<file path="src/rtl/fixed_bcd_formatter.sv">
// fixed_bcd_formatter - signed Q17.14 to sign + 6 integer BCD digits + FRAC_DIGITS fraction digits.
// Integer part by serial double-dabble, fraction by repeated x10; one job at a time, extra inputs dropped.
module fixed_bcd_formatter #(
   parameter int FRAC_DIGITS = 4
) (
   input  logic                       clk,
   input  logic                       reset,
   input  logic                       valid_in,
   input  logic [31:0]                result_in,
   input  logic                       overflow_in,
   output logic                       busy,
   output logic                       drop,
   output logic                       valid_out,
   output logic                       sign,
   output logic [23:0]                int_bcd,
   output logic [4*FRAC_DIGITS-1:0]   frac_bcd,
   output logic [2:0]                 int_ndigits,
   output logic                       error
);

   localparam int FW = 4 * FRAC_DIGITS;

   typedef enum logic [2:0] {
      S_IDLE,
      S_INT_CONV,
      S_FRAC_CONV,
      S_DONE,
      S_ERR
   } state_t;

   state_t          state_q, state_d;
   logic            neg_q, neg_d;
   logic [17:0]     ipart_q, ipart_d;
   logic [13:0]     f_q, f_d;
   logic [23:0]     bcd_q, bcd_d;
   logic [FW-1:0]   fdig_q, fdig_d;
   logic [4:0]      cnt_q, cnt_d;

   logic            valid_out_q, valid_out_d;
   logic            sign_q, sign_d;
   logic [23:0]     int_bcd_q, int_bcd_d;
   logic [FW-1:0]   frac_bcd_q, frac_bcd_d;
   logic [2:0]      int_nd_q, int_nd_d;
   logic            error_q, error_d;

   logic [31:0]     mag;
   logic [23:0]     adj;
   logic [17:0]     prod;
   logic [2:0]      nd;

   always_ff @(posedge clk) begin
      if (reset) begin
         state_q     <= S_IDLE;
         neg_q       <= 1'b0;
         ipart_q     <= '0;
         f_q         <= '0;
         bcd_q       <= '0;
         fdig_q      <= '0;
         cnt_q       <= '0;
         valid_out_q <= 1'b0;
         sign_q      <= 1'b0;
         int_bcd_q   <= '0;
         frac_bcd_q  <= '0;
         int_nd_q    <= 3'd1;
         error_q     <= 1'b0;
      end else begin
         state_q     <= state_d;
         neg_q       <= neg_d;
         ipart_q     <= ipart_d;
         f_q         <= f_d;
         bcd_q       <= bcd_d;
         fdig_q      <= fdig_d;
         cnt_q       <= cnt_d;
         valid_out_q <= valid_out_d;
         sign_q      <= sign_d;
         int_bcd_q   <= int_bcd_d;
         frac_bcd_q  <= frac_bcd_d;
         int_nd_q    <= int_nd_d;
         error_q     <= error_d;
      end
   end

   always_comb begin
      state_d     = state_q;
      neg_d       = neg_q;
      ipart_d     = ipart_q;
      f_d         = f_q;
      bcd_d       = bcd_q;
      fdig_d      = fdig_q;
      cnt_d       = cnt_q;
      valid_out_d = 1'b0;
      sign_d      = sign_q;
      int_bcd_d   = int_bcd_q;
      frac_bcd_d  = frac_bcd_q;
      int_nd_d    = int_nd_q;
      error_d     = error_q;

      // Most negative input keeps magnitude 0x8000_0000 through plain two's complement.
      mag  = result_in[31] ? (~result_in + 32'd1) : result_in;
      prod = {4'd0, f_q} * 18'd10;
      adj  = bcd_q;
      for (int i = 0; i < 6; i++) begin
         if (bcd_q[4*i +: 4] >= 4'd5) begin
            adj[4*i +: 4] = bcd_q[4*i +: 4] + 4'd3;
         end
      end
      nd = 3'd1;
      for (int i = 0; i < 6; i++) begin
         if (bcd_q[4*i +: 4] != 4'd0) begin
            nd = 3'(i + 1);
         end
      end

      case (state_q)
         S_IDLE: begin
            if (valid_in) begin
               if (overflow_in) begin
                  state_d = S_ERR;
               end else begin
                  neg_d   = result_in[31];
                  ipart_d = mag[31:14];
                  f_d     = mag[13:0];
                  bcd_d   = '0;
                  fdig_d  = '0;
                  cnt_d   = '0;
                  state_d = S_INT_CONV;
               end
            end
         end
         S_INT_CONV: begin
            bcd_d   = (adj << 1) | 24'(ipart_q[17]);
            ipart_d = ipart_q << 1;
            if (cnt_q == 5'd17) begin
               cnt_d   = '0;
               state_d = S_FRAC_CONV;
            end else begin
               cnt_d = cnt_q + 5'd1;
            end
         end
         S_FRAC_CONV: begin
            f_d    = prod[13:0];
            fdig_d = (fdig_q << 4) | FW'(prod[17:14]);
            if (cnt_q == 5'(FRAC_DIGITS - 1)) begin
               state_d = S_DONE;
            end else begin
               cnt_d = cnt_q + 5'd1;
            end
         end
         S_DONE: begin
            valid_out_d = 1'b1;
            error_d     = 1'b0;
            sign_d      = neg_q && ((bcd_q != '0) || (fdig_q != '0));
            int_bcd_d   = bcd_q;
            frac_bcd_d  = fdig_q;
            int_nd_d    = nd;
            state_d     = S_IDLE;
         end
         S_ERR: begin
            valid_out_d = 1'b1;
            error_d     = 1'b1;
            sign_d      = 1'b0;
            int_bcd_d   = '0;
            frac_bcd_d  = '0;
            int_nd_d    = 3'd1;
            state_d     = S_IDLE;
         end
         default: state_d = S_IDLE;
      endcase
   end

   assign busy        = (state_q != S_IDLE);
   assign drop        = valid_in && busy;
   assign valid_out   = valid_out_q;
   assign sign        = sign_q;
   assign int_bcd     = int_bcd_q;
   assign frac_bcd    = frac_bcd_q;
   assign int_ndigits = int_nd_q;
   assign error       = error_q;

endmodule
</file>
<file path="config.mk">
export PLATFORM = sky130hd
export DESIGN_NAME = fixed_bcd_formatter
export DESIGN_NICKNAME = d
export VERILOG_FILES = /design/src/rtl/fixed_bcd_formatter.sv
export SDC_FILE = /design/constraint.sdc
export NUM_CORES = 1
export LEC_CHECK = 0
export ABC_CLOCK_PERIOD_IN_PS = 3400
export BUFFER_PORTS_ARGS = -buffer_cell sky130_fd_sc_hd__buf_2
export CORE_ASPECT_RATIO = 1.2
export CORE_MARGIN = 2
export CORE_UTILIZATION = 58
export CTS_CLUSTER_DIAMETER = 40
export DETAILED_ROUTE_END_ITERATION = 8
export HOLD_SLACK_MARGIN = 0.02
export PLACE_DENSITY_LB_ADDON = 0.3
export RECOVER_POWER = 100
export SETUP_SLACK_MARGIN = 0.1
export SYNTH_ARGS = -nofsm -noshare
export SYNTH_HDL_FRONTEND = slang
export SYNTH_SLANG_ARGS = --single-unit
export TNS_END_PERCENT = 20
</file>
<file path="constraint.sdc">
create_clock -name clk -period 3.4 [get_ports clk]
set_input_delay 0 -clock clk [delete_from_list [all_inputs] [get_ports clk]]
set_output_delay 0 -clock clk [all_outputs]
set_load 0.02 [all_outputs]
</file>
==> results of run 1 <==
through the flow:
step / util / std cells / setup slack [ps] / hold slack, ps
floorplan: - / 792 / 822 / 118
global placement: 0.646 / 989 / 656 / 233
detailed placement: 0.646 / 989 / 557 / 241
CTS: 0.713 / 1040 / 474 / 29.3
global route: 0.704 / 1040 / 165 / 60.0
finish: 0.704 / 1040 / 413 / 24.4
cells in the final DEF (no fill, tap or decap), drive strengths merged, types with 6 or more instances in the layout:
| cell type | count |
|---|---|
| dfxtp | 127 |
| nor2 | 126 |
| a22oi | 81 |
| clkbuf | 69 |
| nand2 | 45 |
| a21oi | 45 |
| o21ai | 44 |
| ha | 43 |
| buf | 37 |
| xor2 | 25 |
| nor3 | 23 |
| inv | 23 |
| xnor2 | 22 |
| dlygate4sd3 | 19 |
| nand2b | 13 |
| a211oi | 12 |
| nand3 | 11 |
| or4 | 9 |
| o22ai | 9 |
| o31ai | 9 |
| clkinv | 8 |
| nor4 | 7 |
| a21o | 6 |
| nand4 | 6 |
worst reg2reg max path, delay by kind of cell (launching register included):
kind	cells	cell delay (ps)
and+or+nand+nor	4	1590
buffers and inverters	1	600
DFF	1	580
AOI/OAI and AO/OA	1	150
cells in the mapped netlist (all sizes together), types with 4 or more instances:
master   count  area (um^2)
o31ai        9         67.6
a211oi      12         90.1
o21ai       44          220
o41ai        5         70.1
nor3        23          115
buf          4         23.8
dfxtp      127         2540
nand3       11         55.1
nand2       45          169
ha          43          538
o211ai       5         37.5
nor3b        5         37.5
nor4         7         50.1
a2111oi      4         35.0
nand4        6         37.5
a22oi       81          608
xor2        25          219
or4          9         75.1
clkbuf      42          158
inv         20         75.1
a21o         6         45.0
nor2b        4         25.0
a21oi       45          225
nor2       126          473
xnor2       22          193
nand2b      13         88.8
o22ai        9         56.3
or3          4         25.0
state kept, by name, indices dropped and copies added, names as in the netlist:
signal       cells
frac_bcd        16
error            1
neg_q            1
bcd_q           24
fdig_q          16
sign             1
int_bcd         24
ipart_q         18
int_ndigits      3
cnt_q            5
valid_out        1
f_q             14
state_q          3
cell families (layout without fill, tap and decap cells):
group	after synthesis	after routing
flip-flops	127	127
XOR/XNOR	47	47
adder cells (fa/ha/maj)	44	44
buffers and inverters	66	160
AND/OR/NAND/NOR	266	266
multiplexers	3	3
AO/OA/AOI/OAI	239	239
path summary, 6_finish.rpt:
kind | cells past startpoint | slack, ps | endpoint | from
worst max-delay path | 6 | 410 | ipart_q[14] | state_q[0]
worst min-delay path | 4 | 20 | f_q[7] | result_in[7]
worst max register to register | 6 | 410 | ipart_q[14] | state_q[0]
worst min register to register | 2 | 470 | ipart_q[13] | ipart_q[13]
layout make-up:
| type | instances | area [um^2] | share of cell area |
|---|---|---|---|
| flip-flops and latches | 127 | 2540 | 0.326 |
| well taps | 154 | 193 | 0.0247 |
| multi-input cells | 599 | 3850 | 0.493 |
| repair buffers | 108 | 584 | 0.0749 |
| inverters | 20 | 75.1 | 0.00962 |
| clock inverters | 15 | 138 | 0.0176 |
| clock buffers | 17 | 425 | 0.0545 |
power groups by stage:
stage	Sequential [mW]	Combinational, mW	Clock, mW
3_5_place_dp	1.59	0.358	0
6_report	1.56	0.376	1.71
3_3_place_gp	1.59	0.345	0
4_1_cts	1.56	0.378	1.72
2_1_floorplan	1.58	0.253	0
5_1_grt	1.56	0.414	1.79
layer usage:
| layer | wire length [um] | global-route usage |
|---|---|---|
| met1 | 7040 | 0.337 |
| met2 | 8640 | 0.484 |
| met3 | 846 | 0.0484 |
| met4 | 297 | 0.0929 |
| met5 | 0 | 0 |
repair_timing:
item / 4_1_cts / 5_1_grt
hold buffers: 19 / 0
endpoints found under the hold margin: 17 / 0
endpoints found under the setup margin: 0 / 0
gates resized for setup: 0 / 0
==> results.cfg, run 1 <==
[sta]
fin_skew_ps = 7.44
hold_viol_final = 0
setup_viol = 0
min_period_over_period = 0.878
rsz0062_at_grt = false
max_clock_freq_mhz = 335
tns_ps = 0
min_period_ps = 2990
tightestPinTransition_ps = 1860
slew-limit-headroom = -0.240
slew_violations = 45

[detailed_routing]
vias = 6235
dr.pass1.iters = 5
wl_per_cell_um = 16.2
routed_wl_um = 16800
ant_nets = 0
viasPerCell = 6.00
drc = 0
drt-initial-drc-count = 415

[synthesis]
ys_seq_area_frac = 0.382
synth_cell_types = 55
synth_ff_type = dfxtp_1
ys_warn_count = 0
synth_edf_count = 0
synth_mux_area_frac = 0.00451
synth_top_family_by_area = compound AO/OA/AOI/OAI gates
mappedNetlistArea_mm2 = 0.00666
synthCells = 792
synth-compound-area-share = 0.242
synthSimpleGateAreaFrac = 0.188
synthXorXnorAreaFrac = 0.0618
async_reset_ff_frac = 0
synth_nets = 872
ys_ff_latch = 127
syn_avg_cell_area_um2 = 8.40
yosys.area_share.adder = 0.0838

[layout]
nFillCells = 877
num_antenna_cells = 0
nNetsFinal = 953
postLayoutCellArea_mm2 = 0.00780
syn_to_final_growth_pct = 17.3
drive_gt1_frac = 0.0880

[die]
fp.dieW_um = 102
coreArea_mm2 = 0.0111
start_util = 0.600
rows = 42
ios = 84
dieArea_mm2 = 0.0124
die_height_um = 121

[clock_tree]
clk_path_buf_depth = 2
htreeDepth = 4
clk_latency_ps = 410
cts_setup_buffers = 0
cts_buffers = 17
clk_pin_slew_ps = 60
clock_sinks = 127
cts_root_buf = clkbuf_16
cts_tree = yes

[place]
numPortBuffers = 83
place_hpwl_um = 11200
dpl_cell_area_mm2 = 0.00716
place.gp.congestion = 0.890

[setup_path]
path_cells = nor2_1, and2_0, nor2_1, nand4_1, dlygate4sd3_1, a31oi_1
critical_path_arrival_ps = 3320
cp_common_cell = nor2_1
slowest_delay_ps = 710
worst-path-buf-inv = 1
cp_top_family = simple AND/OR/NAND/NOR gates
cp_max_fo = 19
worstPathRequired_ps = 3740
crit_type = register to register
cp_slowest_cell = nor2_1
crit_path_end_kind = register
start_kind = register

[worst_hold_path]
min_path_type = input pin to register

[grt]
grt_first_pass_wirelength_um = 27600
overflow = 0
antenna_found_initial = 0
grt_max_degree = 73
grt_pass1_vias = 5905
grt_usage = 0.276

[pwr]
p_int_mw = 2.68
switching_share = 0.265
p_leak_nw = 2.97
power.switching_mw = 0.964
combPwrFrac = 0.103
vdd_drop_max_mv = 0.359
p_total_mw = 3.64
power.density_mw_per_mm2 = 467
seqPwrFrac = 0.428
clockPowerShare = 0.469

[status]
outcome = complete, but fails checks
violations = capacitance limit, slew limit

[flow_run]
max_cap_viol_count = 1
Note: power is estimated with default switching activity, not from simulation.
==> inputs of run 2 (changes only) <==
- HOLD_SLACK_MARGIN: 0.02 -> 0.08
==> run 2 against run 1 <==
- the flow still finishes with violations (capacitance limit, slew limit)
- wire length up 1.2%
- clock power about the same
- final cell count up 0.67%
- maximum frequency down 6.2%
- largest cell class unchanged
- cell area up 0.95%
- sequential share of layout area down 0.31 points
- clock skew about the same
- first-iteration DRC count up 17%
- core utilization up 0.67 points
- highest routed layer unchanged
==> results.cfg, run 2 (synthesized netlist as in run 1, its figures left out) <==
[setup_path]
path_cells = dlygate4sd3_1, buf_2, or4_1, or4_1, nand2b_4, o41ai_1, xor2_1, dlygate4sd3_1, o22ai_1
worst-path-buf-inv = 3
crit_type = input pin to register
cp_slowest_cell = or4_1
critical_path_arrival_ps = 3450
cp_max_fo = 10
worstPathRequired_ps = 3660
crit_path_start = result_in[8]
cp_top_family = simple AND/OR/NAND/NOR gates
slowest_delay_ps = 740
reg2reg_from = state_q[0]
reg2reg_slack_ps = 430
rr_endpoint = ipart_q[14]
r2r_cells = 6
crit_path_end_kind = register
start_kind = input pin

[clock_tree]
cts_tree = yes
htreeDepth = 4
clk_path_buf_depth = 2
cts_buffers = 17
cts_root_buf = clkbuf_16
clock_sinks = 127
clk_pin_slew_ps = 60
clk_latency_ps = 410

[place]
place_hpwl_um = 11200
place.gp.congestion = 0.890
numPortBuffers = 83

[worst_hold_path]
holdPathEnd = neg_q
hp-start = result_in[31]
min_path_cells = 3
min_path_type = input pin to register

[pwr]
power.density_mw_per_mm2 = 464
combPwrFrac = 0.106
clockPowerShare = 0.468
p_int_mw = 2.69
p_leak_nw = 3.01
power.switching_mw = 0.966
switching_share = 0.265
seqPwrFrac = 0.427
vdd_drop_max_mv = 0.358

[die]
ios = 84
dieArea_mm2 = 0.0124
fp.dieW_um = 102
rows = 42
coreArea_mm2 = 0.0111
die_height_um = 121
start_util = 0.600

[layout]
syn_to_final_growth_pct = 18.4
nNetsFinal = 960
final_common_cell = dfxtp_1
num_antenna_cells = 0
drive_gt1_frac = 0.0873
mostFrequentLayoutCells = 127 x dfxtp_1, 125 x nor2_1, 81 x a22oi_1, 51 x clkbuf_1, 45 x nand2_1
nFillCells = 863

[detailed_routing]
routed_wl_um = 17000
ant_nets = 0
wl_per_cell_um = 16.3
viasPerCell = 5.98
vias = 6265
drt-initial-drc-count = 484
drc = 0
dr.pass1.iters = 5

[sta]
slew-limit-headroom = -0.240
tightestPinTransition_ps = 1860
min_period_ps = 3180
setup_viol = 0
slew_violations = 45
min_period_over_period = 0.936
fin_skew_ps = 7.56
tns_ps = 0
hold_viol_final = 0
rsz0062_at_grt = false
hold_slack_ps = 105
max_clock_freq_mhz = 314

[grt]
grt_pass1_vias = 5959
grt_usage = 0.279
antenna_found_initial = 0
grt_first_pass_wirelength_um = 27800
overflow = 0
grt_max_degree = 73

[status]
outcome = complete, but fails checks
violations = capacitance limit, slew limit

[flow_run]
max_cap_viol_count = 1
## run 2: cell types whose count changed in the layout (fill, tap and decap cells not counted)
cell           delta
dlygate4sd3_1     +7
nor3_1            -1
nor3_4            +1
o41ai_1           +1
o41ai_2           -1
## run 2: worst max path at each step
stage	to	depth (start not counted)	slack, ps
finish	ipart_q[7]	9	220
global route	ipart_q[16]	11	70
CTS	ipart_q[16]	11	210
detailed placement	f_q[12]	9	560
global placement	f_q[12]	9	660
floorplan	f_q[12]	9	820
## run 2: worst reg2reg max path: stages, from the launching register on
cell           delay (ps)
dfxtp_1               570
nor2_1                140
and2_0                560
nor2_1                720
nand4_1               160
dlygate4sd3_1         600
a31oi_1               150
## run 2: what timing repair did
action	CTS	global route
setup endpoints to repair	0	1
buffers inserted	0	0
resized for setup	0	2
hold endpoints to repair	21	0
hold buffers	26	0
## run 2: power groups by stage
stage	sequential (mW)	clock, mW	combinational, mW
final	1.56	1.71	0.386
after global routing	1.56	1.79	0.424
after CTS	1.56	1.72	0.386
after detailed placement	1.59	0	0.358
after global placement	1.59	0	0.345
after floorplan	1.58	0	0.253
## run 2: cell type report
type                    count  area, um^2  area share
flip-flops and latches    127        2540       0.323
clock inverters            15         138      0.0175
well taps                 154         193      0.0245
clock buffers              17         425      0.0540
repair buffers            115         654      0.0831
multi-input cells         599        3850       0.489
inverters                  20        75.1     0.00953
## run 2: through the flow
step | cell area [um^2] | instances | util | total power [mW] | setup slack, ps
floorplan | 6660 | 792 | - | 1.83 | 822
global placement | 7160 | 989 | 0.646 | 1.93 | 656
detailed placement | 7160 | 989 | 0.646 | 1.95 | 557
CTS | 7980 | 1047 | 0.720 | 3.66 | 205
global route | 7880 | 1047 | 0.711 | 3.78 | 68.0
finish | 7880 | 1047 | 0.711 | 3.65 | 216
## run 2: layer usage
metal	routed length, um	vias to the layer above	global-route usage
met1	7190	2975	0.340
met3	810	33	0.0518
met2	8660	194	0.482
met4	363	0	0.105
li1	-	3063	-
met5	0	-	0
